**src/rtl/alu_pkg.sv**
```systemverilog
// Shared definitions for the 8-bit ALU command path.
// Opcodes, datapath width and driver FSM encoding.
package alu_pkg;

  localparam int ALU_W = 8;

  localparam logic [1:0] ALU_OP_ADD = 2'b00;
  localparam logic [1:0] ALU_OP_SUB = 2'b01;
  localparam logic [1:0] ALU_OP_DEC = 2'b10;
  localparam logic [1:0] ALU_OP_XOR = 2'b11;

  typedef enum logic [1:0] {
    IDLE = 2'd0,
    EXEC = 2'd1,
    DONE = 2'd2
  } drv_state_e;

endpackage

```
**src/rtl/alu_op_driver.sv**
```systemverilog
// Handshaked command front-end for my_alu.
// Optional accumulator: ALU_OP_DRIVER_ACC_EN.
module alu_op_driver
  import alu_pkg::*;
(
  input  logic             clk_i,
  input  logic             rst_n_i,
  input  logic             cmd_valid_i,
  output logic             cmd_ready_o,
  input  logic [ALU_W-1:0] cmd_a_i,
  input  logic [ALU_W-1:0] cmd_b_i,
  input  logic [1:0]       cmd_op_i,
  input  logic             cmd_acc_i,
  output logic [ALU_W-1:0] alu_a_o,
  output logic [ALU_W-1:0] alu_b_o,
  output logic [1:0]       alu_select_o,
  input  logic [ALU_W-1:0] alu_s_i,
  input  logic             alu_c_i,
  output logic             res_valid_o,
  input  logic             res_ready_i,
  output logic [ALU_W-1:0] res_s_o,
  output logic             res_c_o,
  output logic             res_z_o,
  output logic [7:0]       op_cnt_o
);

  drv_state_e       state;
  logic [ALU_W-1:0] a_src;

`ifdef ALU_OP_DRIVER_ACC_EN
  logic [ALU_W-1:0] acc;

  assign a_src = cmd_acc_i ? acc : cmd_a_i;

  // Accumulator follows every captured result
  always_ff @(posedge clk_i) begin
    if (!rst_n_i) begin
      acc <= '0;
    end else if (state == EXEC) begin
      acc <= alu_s_i;
    end
  end
`else
  logic acc_unused;

  assign acc_unused = cmd_acc_i;
  assign a_src      = cmd_a_i;
`endif

  // Command/result FSM with registered outputs
  always_ff @(posedge clk_i) begin
    if (!rst_n_i) begin
      state        <= IDLE;
      cmd_ready_o  <= 1'b1;
      res_valid_o  <= 1'b0;
      alu_a_o      <= '0;
      alu_b_o      <= '0;
      alu_select_o <= '0;
      res_s_o      <= '0;
      res_c_o      <= 1'b0;
      res_z_o      <= 1'b0;
      op_cnt_o     <= '0;
    end else begin
      unique case (state)
        IDLE: begin
          if (cmd_valid_i) begin
            alu_a_o      <= a_src;
            alu_b_o      <= cmd_b_i;
            alu_select_o <= cmd_op_i;
            cmd_ready_o  <= 1'b0;
            state        <= EXEC;
          end
        end
        EXEC: begin
          res_s_o     <= alu_s_i;
          res_c_o     <= alu_c_i;
          res_z_o     <= (alu_s_i == '0);
          res_valid_o <= 1'b1;
          state       <= DONE;
        end
        DONE: begin
          if (res_ready_i) begin
            res_valid_o <= 1'b0;
            cmd_ready_o <= 1'b1;
            op_cnt_o    <= op_cnt_o + 8'd1;
            state       <= IDLE;
          end
        end
        default: begin
          res_valid_o <= 1'b0;
          cmd_ready_o <= 1'b1;
          state       <= IDLE;
        end
      endcase
    end
  end

endmodule

```
**config.mk**
```make
export PLATFORM = sky130hd
export DESIGN_NAME = alu_op_driver
export DESIGN_NICKNAME = d
export VERILOG_FILES = /design/src/rtl/alu_pkg.sv /design/src/rtl/alu_op_driver.sv
export SDC_FILE = /design/constraint.sdc
export NUM_CORES = 1
export LEC_CHECK = 0
export CORE_UTILIZATION = 43
export DETAILED_ROUTE_END_ITERATION = 6
export PLACE_DENSITY = 0.82
export REMOVE_ABC_BUFFERS = 1
export SKIP_LAST_GASP = 1
export SYNTH_ARGS = -nofsm -noshare
export SYNTH_HDL_FRONTEND = slang
export SYNTH_SLANG_ARGS = --single-unit
export TNS_END_PERCENT = 20
```
**constraint.sdc**
```tcl
create_clock -name clk_i -period 2.5 [get_ports clk_i]
set_input_delay 0.375 -clock clk_i [delete_from_list [all_inputs] [get_ports clk_i]]
set_output_delay 0.375 -clock clk_i [all_outputs]
set_load 0.03 [all_outputs]
```
==> results.sh <==
export IMPL_fp_dieW_um=61.4
export IMPL_design_power_total_mw=1.29
export IMPL_synthDistinctLibCells=27
export IMPL_start_util_pct=45.1
export IMPL_rsz0062_at_grt="no"
export IMPL_grt_first_pass_wirelength_um=5230
export IMPL_hold_path_depth=2
export IMPL_io_pins=70
export IMPL_synthArstFlopShare_pct=0
export IMPL_slew_headroom_pct=50.3
export IMPL_r2r_end="res_z_o$_SDFFE_PN0N_"
export IMPL_hold_viol_final=0
export IMPL_hold_path_class="reg -> reg"
export IMPL_cpPeakStageDelay_ps=710
export IMPL_gp_congestion=0.728
export IMPL_cp_cell_sequence="clkdlybuf4s50_1"
export IMPL_area_growth_syn_to_layout_pct=50.6
export IMPL_synth_top_family_by_area="simple AND/OR/NAND/NOR gates"
export IMPL_period_needed_ps=1880
export IMPL_clk_pin_slew_ps=110
export IMPL_firstDrtPassIters=4
export IMPL_insertion_delay_ps=340
export IMPL_synth_fa_ha_area_share_pct=0.826
export IMPL_layout_drive_gt1_share_pct=5.22
export IMPL_place_hpwl_um=2370
export IMPL_core_rowCount=21
export IMPL_vias_per_cell=4.90
export IMPL_ys_ff_latch=40
export IMPL_netlist_area_mm2=0.00152
export IMPL_cp_slowest_cell="clkdlybuf4s50_1"
export IMPL_die_h_um=61.4
export IMPL_reg2reg_from="state[0]$_SDFFE_PN0P_"
export IMPL_post_route_period_util_pct=75.1
export IMPL_setup_violations=0
export IMPL_ys_top_cells_by_area="dfxtp_1, nand2_1, a21oi_1"
export IMPL_ys_flop_type="dfxtp_1"
export IMPL_htreeDepth=2
export IMPL_cp_top_family="buffers and inverters"
export IMPL_cts_root_buf="clkbuf_4"
export IMPL_clock_path_buffers=2
export IMPL_fmax_ghz=0.533
export IMPL_grt_pass1_vias=1247
export IMPL_worstSetupPathType="reg -> out"
export IMPL_crit_required_ps=2120
export IMPL_synth_top_cell_area_share_pct=52.8
export IMPL_cap_violations=0
export IMPL_worstHoldEndpoint="alu_b_o[2]$_SDFFE_PN0P_"
export IMPL_start_kind="flop"
export IMPL_nFillCells=290
export IMPL_port_buffers=68
export IMPL_p_leak_nw=0.849
export IMPL_yosys_area_top_type="dfxtp_1"
export IMPL_routed_via_count=1445
export IMPL_grt_start_max_net_pins=21
export IMPL_ff2ff_setup_slack_ps=1000
export IMPL_antenna_found_initial=0
export IMPL_critPathMaxFanout=4
export IMPL_die_area_mm2=0.00377
export IMPL_core_mm2=0.00336
export IMPL_worstMarginPinSlew_ps=744
export IMPL_yosysSeqAreaShare_pct=52.8
export IMPL_status="finished clean"
export IMPL_cts_setup_buffers=0
export IMPL_first_iter_violations=52
export IMPL_peakVddDrop_v=0.000334
export IMPL_yosys_area_share_simple_pct=25.6
export IMPL_clkSinkCount=40
export IMPL_gr_total_overflow=0
export IMPL_ctsResizeCount=0
export IMPL_cts_buffers=5
export IMPL_synthXorXnorAreaFrac_pct=1.16
export IMPL_finalMaxSlewViolations=0
export IMPL_cp_arrival_ps=1500
export IMPL_synth_area_mux_share_pct=0.661
export IMPL_grt_use_total_pct=19.2
export IMPL_ff2ff_path_depth=3
export IMPL_synth_edf_count=0
export IMPL_wirelength_um=3420
export IMPL_path_buf_inv=1
export IMPL_cts_tree="yes"
export IMPL_syn_area_per_cell_um2=8.33
export IMPL_tns_ps=0
export IMPL_wl_per_cell_um=11.6
export IMPL_ant_nets=0
export IMPL_netlist_instances=182
export IMPL_hold_buffers=0
export IMPL_pwr_density_cell_mw_per_mm2=564
export IMPL_drc_errors=0
export IMPL_worstHoldStart="alu_b_o[2]$_SDFFE_PN0P_"
export IMPL_final_nets=282
export IMPL_synth_compound_area_share_pct=14.5
export IMPL_clock_skew_ps=7.17
export IMPL_antenna_cells=0
export IMPL_ys_warn_count=0
export IMPL_cp_end_kind="primary output"
-- where the power goes --
group	total [mW]	internal (mW)	leakage, nW	switching, mW
clock network	0.355	0.160	0.0374	0.196
registers	0.687	0.668	0.327	0.0188
logic	0.245	0.116	0.485	0.129
total	1.29	0.943	0.849	0.344
-- sequential cells by signal, indices dropped and copies added, names as in the netlist --
signal        cells
alu_b_o           8
res_valid_o       1
alu_a_o           8
res_z_o           1
state             2
res_c_o           1
alu_select_o      2
res_s_o           8
cmd_ready_o       1
op_cnt_o          8
-- cell usage after synthesis, types with 2 or more instances --
library cell  instances
nand2_1              58
dfxtp_1              40
a21oi_1              34
nor2_1                7
clkbuf_1              6
o21ai_0               4
nand3_1               3
o31ai_1               3
or4_1                 3
buf_2                 2
buf_4                 2
inv_1                 2
nor4_1                2
or3_1                 2
xor2_1                2
-- stage by stage --
step / hold slack, ps / std cells / cell area [um^2] / setup slack, ps / utilization, %
6_report: 460 / 295 / 2280 / 622 / 67.9
5_1_grt: 482 / 295 / 2280 / 550 / 67.9
4_1_cts: 462 / 295 / 2280 / 595 / 67.9
3_5_place_dp: 447 / 288 / 2220 / 669 / 65.9
3_3_place_gp: 441 / 288 / 2220 / 671 / 65.9
2_1_floorplan: 437 / 171 / 1460 / 972 / -
-- cell families after synthesis --
family,Yosys count
simple gates,83
compound gates,42
mux,1
xor+xnor,2
buf+inv,13
flops,40
fa+ha+maj,1
-- per-layer routing --
layer | track usage [%] | up-vias | routed length, um
met4 | 7.62 | 0 | 39
met5 | 0 | - | 0
met2 | 30.6 | 52 | 1560
met3 | 10.1 | 5 | 318
met1 | 21.7 | 643 | 1490
li1 | - | 745 | -
-- area by class of cell --
class	count	area, um^2	share of cell area, %
Sequential cell	40	801	35.1
Timing Repair Buffer	71	703	30.8
Multi-Input combinational cell	129	648	28.4
Clock buffer	7	65.1	2.85
Tap cell	46	57.6	2.52
Inverter	2	7.51	0.329
-- cells in the final DEF, fill, tap and decap left out --
| cell type | n |
|---|---|
| nor4_1 | 2 |
| nand3b_1 | 1 |
| nand4b_4 | 1 |
| or3b_2 | 1 |
| mux2i_1 | 1 |
| o31ai_1 | 3 |
| clkbuf_4 | 5 |
| clkbuf_8 | 2 |
| buf_4 | 3 |
| xor2_1 | 2 |
| o21ai_0 | 4 |
| nor2b_1 | 1 |
| inv_1 | 2 |
| dfxtp_1 | 40 |
| clkdlybuf4s50_1 | 68 |
| or3_1 | 2 |
| nand2_1 | 58 |
| o21a_1 | 1 |
| ha_1 | 1 |
| or2b_1 | 1 |
| nand4b_1 | 1 |
| or4_1 | 3 |
| nor2_1 | 7 |
| nand3_1 | 3 |
| a21oi_1 | 34 |
| nand4_1 | 1 |
| nor3b_2 | 1 |
-- worst max path at each step --
stage	endpoint	cells after the start	slack, ps	start
2_1_floorplan	op_cnt_o[6]$_SDFFE_PN0P_	4	970	op_cnt_o[0]$_SDFFE_PN0P_
3_3_place_gp	cmd_ready_o$_SDFFE_PN1P_	4	670	cmd_valid_i
3_5_place_dp	alu_a_o[4]$_SDFFE_PN0P_	4	670	cmd_valid_i
4_1_cts	op_cnt_o[2]	1	590	op_cnt_o[2]$_SDFFE_PN0P_
5_1_grt	op_cnt_o[2]	1	550	op_cnt_o[2]$_SDFFE_PN0P_
6_report	op_cnt_o[2]	1	620	op_cnt_o[2]$_SDFFE_PN0P_
Power figures use the tool's default switching activity.
